File: src/rtl/nts_api_bridge.sv
// Host-to-API bridge: one outstanding read/write, range-checked, with an optional
// response counter block enabled by defining NTS_API_BRIDGE_COUNTERS_EN.
module nts_api_bridge #(
  parameter int          READ_LATENCY = 1,
  parameter logic [11:0] ADDR_LAST    = 12'h2FF
) (
  input  logic        i_clk,
  input  logic        i_areset,
  input  logic        i_req_valid,
  output logic        o_req_ready,
  input  logic        i_req_we,
  input  logic [11:0] i_req_address,
  input  logic [31:0] i_req_write_data,
  output logic        o_rsp_valid,
  input  logic        i_rsp_ready,
  output logic [31:0] o_rsp_read_data,
  output logic        o_rsp_error,
  output logic        o_api_cs,
  output logic        o_api_we,
  output logic [11:0] o_api_address,
  output logic [31:0] o_api_write_data,
  input  logic [31:0] i_api_read_data,
  output logic [15:0] o_cnt_reads,
  output logic [15:0] o_cnt_writes,
  output logic [15:0] o_cnt_errors
);

  typedef enum logic [1:0] {IDLE, ISSUE, WAIT, RESP} state_t;

  // WAIT spans READ_LATENCY cycles; the counter reaching zero marks the sample cycle.
  localparam logic [1:0] WAIT_LOAD = 2'(READ_LATENCY - 1);

  state_t      state_reg;
  logic        we_reg;
  logic [11:0] addr_reg;
  logic [31:0] wdata_reg;
  logic [1:0]  wait_cnt_reg;

  always_ff @(posedge i_clk) begin
    if (i_areset) begin
      state_reg        <= IDLE;
      we_reg           <= 1'b0;
      addr_reg         <= 12'h000;
      wdata_reg        <= 32'h0;
      wait_cnt_reg     <= 2'd0;
      o_req_ready      <= 1'b1;
      o_rsp_valid      <= 1'b0;
      o_rsp_read_data  <= 32'h0;
      o_rsp_error      <= 1'b0;
      o_api_cs         <= 1'b0;
      o_api_we         <= 1'b0;
      o_api_address    <= 12'h000;
      o_api_write_data <= 32'h0;
    end else begin
      o_api_cs         <= 1'b0;
      o_api_we         <= 1'b0;
      o_api_address    <= 12'h000;
      o_api_write_data <= 32'h0;
      case (state_reg)
        IDLE: begin
          if (i_req_valid) begin
            we_reg      <= i_req_we;
            addr_reg    <= i_req_address;
            wdata_reg   <= i_req_write_data;
            o_req_ready <= 1'b0;
            if (i_req_address <= ADDR_LAST) begin
              state_reg        <= ISSUE;
              o_api_cs         <= 1'b1;
              o_api_we         <= i_req_we;
              o_api_address    <= i_req_address;
              o_api_write_data <= i_req_write_data;
            end else begin
              state_reg       <= RESP;
              o_rsp_valid     <= 1'b1;
              o_rsp_error     <= 1'b1;
              o_rsp_read_data <= 32'h0;
            end
          end
        end
        ISSUE: begin
          if (we_reg) begin
            state_reg       <= RESP;
            o_rsp_valid     <= 1'b1;
            o_rsp_error     <= 1'b0;
            o_rsp_read_data <= 32'h0;
          end else begin
            state_reg    <= WAIT;
            wait_cnt_reg <= WAIT_LOAD;
          end
        end
        WAIT: begin
          if (wait_cnt_reg == 2'd0) begin
            state_reg       <= RESP;
            o_rsp_valid     <= 1'b1;
            o_rsp_error     <= 1'b0;
            o_rsp_read_data <= i_api_read_data;
          end else begin
            wait_cnt_reg <= wait_cnt_reg - 2'd1;
          end
        end
        RESP: begin
          if (i_rsp_ready) begin
            state_reg       <= IDLE;
            o_rsp_valid     <= 1'b0;
            o_rsp_error     <= 1'b0;
            o_rsp_read_data <= 32'h0;
            o_req_ready     <= 1'b1;
          end
        end
        default: state_reg <= IDLE;
      endcase
    end
  end

`ifdef NTS_API_BRIDGE_COUNTERS_EN
  logic [15:0] cnt_reads_reg;
  logic [15:0] cnt_writes_reg;
  logic [15:0] cnt_errors_reg;
  logic        rsp_done;

  // The error flag and latched direction stay valid throughout RESP.
  assign rsp_done = o_rsp_valid && i_rsp_ready;

  always_ff @(posedge i_clk) begin
    if (i_areset) begin
      cnt_reads_reg  <= 16'h0;
      cnt_writes_reg <= 16'h0;
      cnt_errors_reg <= 16'h0;
    end else if (rsp_done) begin
      if (o_rsp_error) begin
        if (cnt_errors_reg != 16'hFFFF) cnt_errors_reg <= cnt_errors_reg + 16'd1;
      end else if (we_reg) begin
        if (cnt_writes_reg != 16'hFFFF) cnt_writes_reg <= cnt_writes_reg + 16'd1;
      end else begin
        if (cnt_reads_reg != 16'hFFFF) cnt_reads_reg <= cnt_reads_reg + 16'd1;
      end
    end
  end

  assign o_cnt_reads  = cnt_reads_reg;
  assign o_cnt_writes = cnt_writes_reg;
  assign o_cnt_errors = cnt_errors_reg;
`else
  assign o_cnt_reads  = 16'h0;
  assign o_cnt_writes = 16'h0;
  assign o_cnt_errors = 16'h0;
`endif

endmodule
File: config.mk
export PLATFORM = sky130hd
export DESIGN_NAME = nts_api_bridge
export DESIGN_NICKNAME = d
export VERILOG_FILES = /design/src/rtl/nts_api_bridge.sv
export SDC_FILE = /design/constraint.sdc
export NUM_CORES = 1
export LEC_CHECK = 0
export CAP_MARGIN = 40
export CORE_MARGIN = 2
export CORE_UTILIZATION = 55
export CTS_CLUSTER_SIZE = 30
export DETAILED_ROUTE_END_ITERATION = 16
export DONT_BUFFER_PORTS = 1
export PLACE_DENSITY = 0.78
export SYNTH_ARGS = -nofsm -noshare
export SYNTH_HDL_FRONTEND = slang
export SYNTH_SLANG_ARGS = --single-unit
File: constraint.sdc
create_clock -name i_clk -period 2.38 [get_ports i_clk]
set_input_delay 0.238 -clock i_clk [delete_from_list [all_inputs] [get_ports i_clk]]
set_output_delay 0.238 -clock i_clk [all_outputs]
set_load 0.02 [all_outputs]
==> flow_metrics.py <==
metrics = {
    "outcome": {
        "status": "complete, no violations",
    },
    "global_routing": {
        "grt_pass1_vias": 1806,
        "track_usage_pct": 16.77,
        "grt.overflow.total": 0,
        "antenna_found_initial": 0,
        "grt_max_degree": 45,
        "grt_pass1_wl_um": 8604,
    },
    "cts": {
        "clk_pin_slew_worst_paths_ns": 0.09,
        "clk-insertion-delay-late_ns": 0.33,
        "cts_buffer_depth": 2,
        "htree_levels": 3,
        "cts_tree": "done",
        "cts_root_buf": "clkbuf_8",
        "cts_resized": 0,
        "cts_hold_buffers": 1,
        "cts_made_buffers": 9,
        "cts_setup_buffers": 0,
        "cts.sinks": 86,
    },
    "detailed_routing": {
        "vias_per_cell": 5.156,
        "wl_met1_um": 2399,
        "route.met2.wl_um": 3309,
        "top_layer": "met4",
        "ant_nets": 0,
        "num_vias": 2181,
        "dr_wl_met3_um": 659,
        "drcViolationCount": 0,
        "drt_iter0_drc": 115,
        "wl_per_cell_um": 15.27,
        "firstDrtPassIters": 4,
        "wl_um": 6459,
    },
    "floorplan": {
        "die_y_um": 82.26,
        "fp-row-count": 28,
        "start_util_pct": 56.89,
        "ioPinCount": 210,
        "dieArea_um2": 6766,
        "core-area_um2": 5921,
        "die_w_um": 82.26,
    },
    "logic_synthesis": {
        "synth.avg_cell_area_um2": 9.735,
        "ys_ff_latch": 86,
        "syn-cell-area_um2": 3368,
        "async_reset_ff_share_pct": 0,
        "ys_seq_area_share_pct": 51.11,
        "yosysWarnings": 0,
        "synth-edff-count": 0,
        "synth_flop_cell": "dfxtp_1",
        "synthesis.instances": 346,
        "ys_types": 33,
    },
    "critical_path": {
        "path_class": "reg -> reg",
        "critPathMaxFanout": 21,
        "cp.arrival_ns": 2.21,
        "required_ns": 2.62,
        "crit_chain": "inv_1 -> ha_1 -> nor2b_1 -> nor4_4 -> buf_4 -> a21oi_1 -> a211oi_1",
        "crit_path_end_kind": "flip-flop",
        "slowest_stage": "dfxtp_1",
        "startpoint_type": "flip-flop",
        "max_stage_delay_ns": 0.41,
    },
    "power_and_ir_drop": {
        "p_int_mw": 2.360,
        "p_per_area_nw_per_um2": 1046,
        "combinationalPowerShare_pct": 21.1,
        "p_seq_share_pct": 49.9,
        "ir_drop_mv": 0.7158,
        "power_mw": 3.609,
        "leakage_nw": 1.364,
        "pwr-share-clk_pct": 29.1,
        "p_sw_share_pct": 34.61,
        "netSwitchingPower_mw": 1.249,
    },
    "placement": {
        "post-place-ws_ns": 0.4311,
        "place_area_um2": 3226,
        "portBuffers": 0,
        "hpwl_um": 4699,
        "place_congestion": 0.8007,
    },
    "timing": {
        "rsz0062_at_grt": "false",
        "setup_ws_ns": 0.4129,
        "fmax_mhz": 508.4,
        "fin_tns_setup_ns": 0,
        "skew_ns": 0.009532,
        "period_minus_slack_ns": 1.967,
        "period_share_pct": 82.65,
        "maxSlewHeadroom_pct": 66.05,
        "slew_viol_final": 0,
        "tightest_slew_ns": 0.5069,
        "hold_viol": 0,
        "finalSetupViolCount": 0,
        "hold_ws_ns": 0.01827,
    },
    "layout": {
        "reg_top3": "o_api_write_data: 32 flops, o_rsp_read_data: 32 flops, o_api_address: 12 flops",
        "final_cell_mix": "dfxtp_1 (86), conb_1 (50), and2_1 (43)",
        "final_nets": 429,
        "num_antenna_cells": 0,
        "design_area_um2": 3451,
        "area_growth_pct": 2.452,
        "final_common_cell": "dfxtp_1",
        "fill_cells": 498,
        "drive_above_1_share_pct": 7.471,
    },
    "flow_run": {
        "maxCapViolations": 0,
    },
    "hold_path": {
        "hp-class": "in -> reg",
    },
}
logic make-up after synthesis:
group	share of synthesized area (%)
fa+ha+maj	1.857
simple gates	24.07
mux	0.2972
buf+inv	14.41
flops	51.11
other cells	0.1113
compound gates	8.135
routing by layer:
layer / vias up / track usage (%)
li1: 1048 / -
met1: 1011 / 18.27
met2: 113 / 28.79
met3: 9 / 5.870
met4: 0 / 8.333
met5: - / 0
power by group through the flow:
| stage | clock, mW | sequential (mW) | combinational (mW) |
|---|---|---|---|
| after global placement | 0 | 1.83 | 0.739 |
| after CTS | 1.07 | 1.80 | 0.758 |
| after floorplan | 0 | 1.80 | 0.758 |
| final | 1.05 | 1.80 | 0.760 |
| after detailed placement | 0 | 1.84 | 0.752 |
| after global routing | 1.13 | 1.82 | 0.839 |
synthesized netlist by cell type, drive strengths merged, types with 5 or more instances:
master | n | share of area [%]
o21ai | 33 | 4.9
inv | 5 | 0.56
nor2 | 5 | 0.56
clkbuf | 14 | 1.6
ha | 5 | 1.9
and2 | 44 | 8.2
dfxtp | 86 | 51
nand2b | 33 | 6.1
nand4 | 32 | 5.9
a21oi | 6 | 0.89
buf | 55 | 12
nor2b | 5 | 0.93
final cells by class:
cell class	instances	area, um^2	area share (%)
sequential	86	1722	49.89
timing repair buffer	6	47.55	1.378
clock buffer	11	151.4	4.387
multi-input combinational	235	1354	39.23
inverter	5	18.77	0.5439
clock inverter	5	63.81	1.849
tap	75	93.84	2.719
critical path, delay by kind of cell, from the launching register on:
| family | cells | cell delay (ns) |
|---|---|---|
| adders and majority gates | 1 | 0.28 |
| AOI/OAI and AO/OA | 2 | 0.31 |
| and+or+nand+nor | 2 | 0.50 |
| DFF | 1 | 0.41 |
| buffers and inverters | 2 | 0.37 |
metrics by stage:
stage	util (%)	instances
2_1_floorplan	-	395
3_3_place_gp	54.48	406
3_5_place_dp	54.48	406
4_1_cts	58.28	423
5_1_grt	58.28	423
6_report	58.28	423
final timing paths:
path | startpoint | end | slack [ns] | depth (start not counted)
worst max-delay path | state_reg[0] | o_rsp_valid | 0.41 | 7
worst min-delay path | i_req_address[3] | o_api_address[3] | 0.02 | 1
worst max register to register | state_reg[0] | o_rsp_valid | 0.41 | 7
worst min register to register | we_reg | we_reg | 0.50 | 2
(Power assumes the default switching activity.)
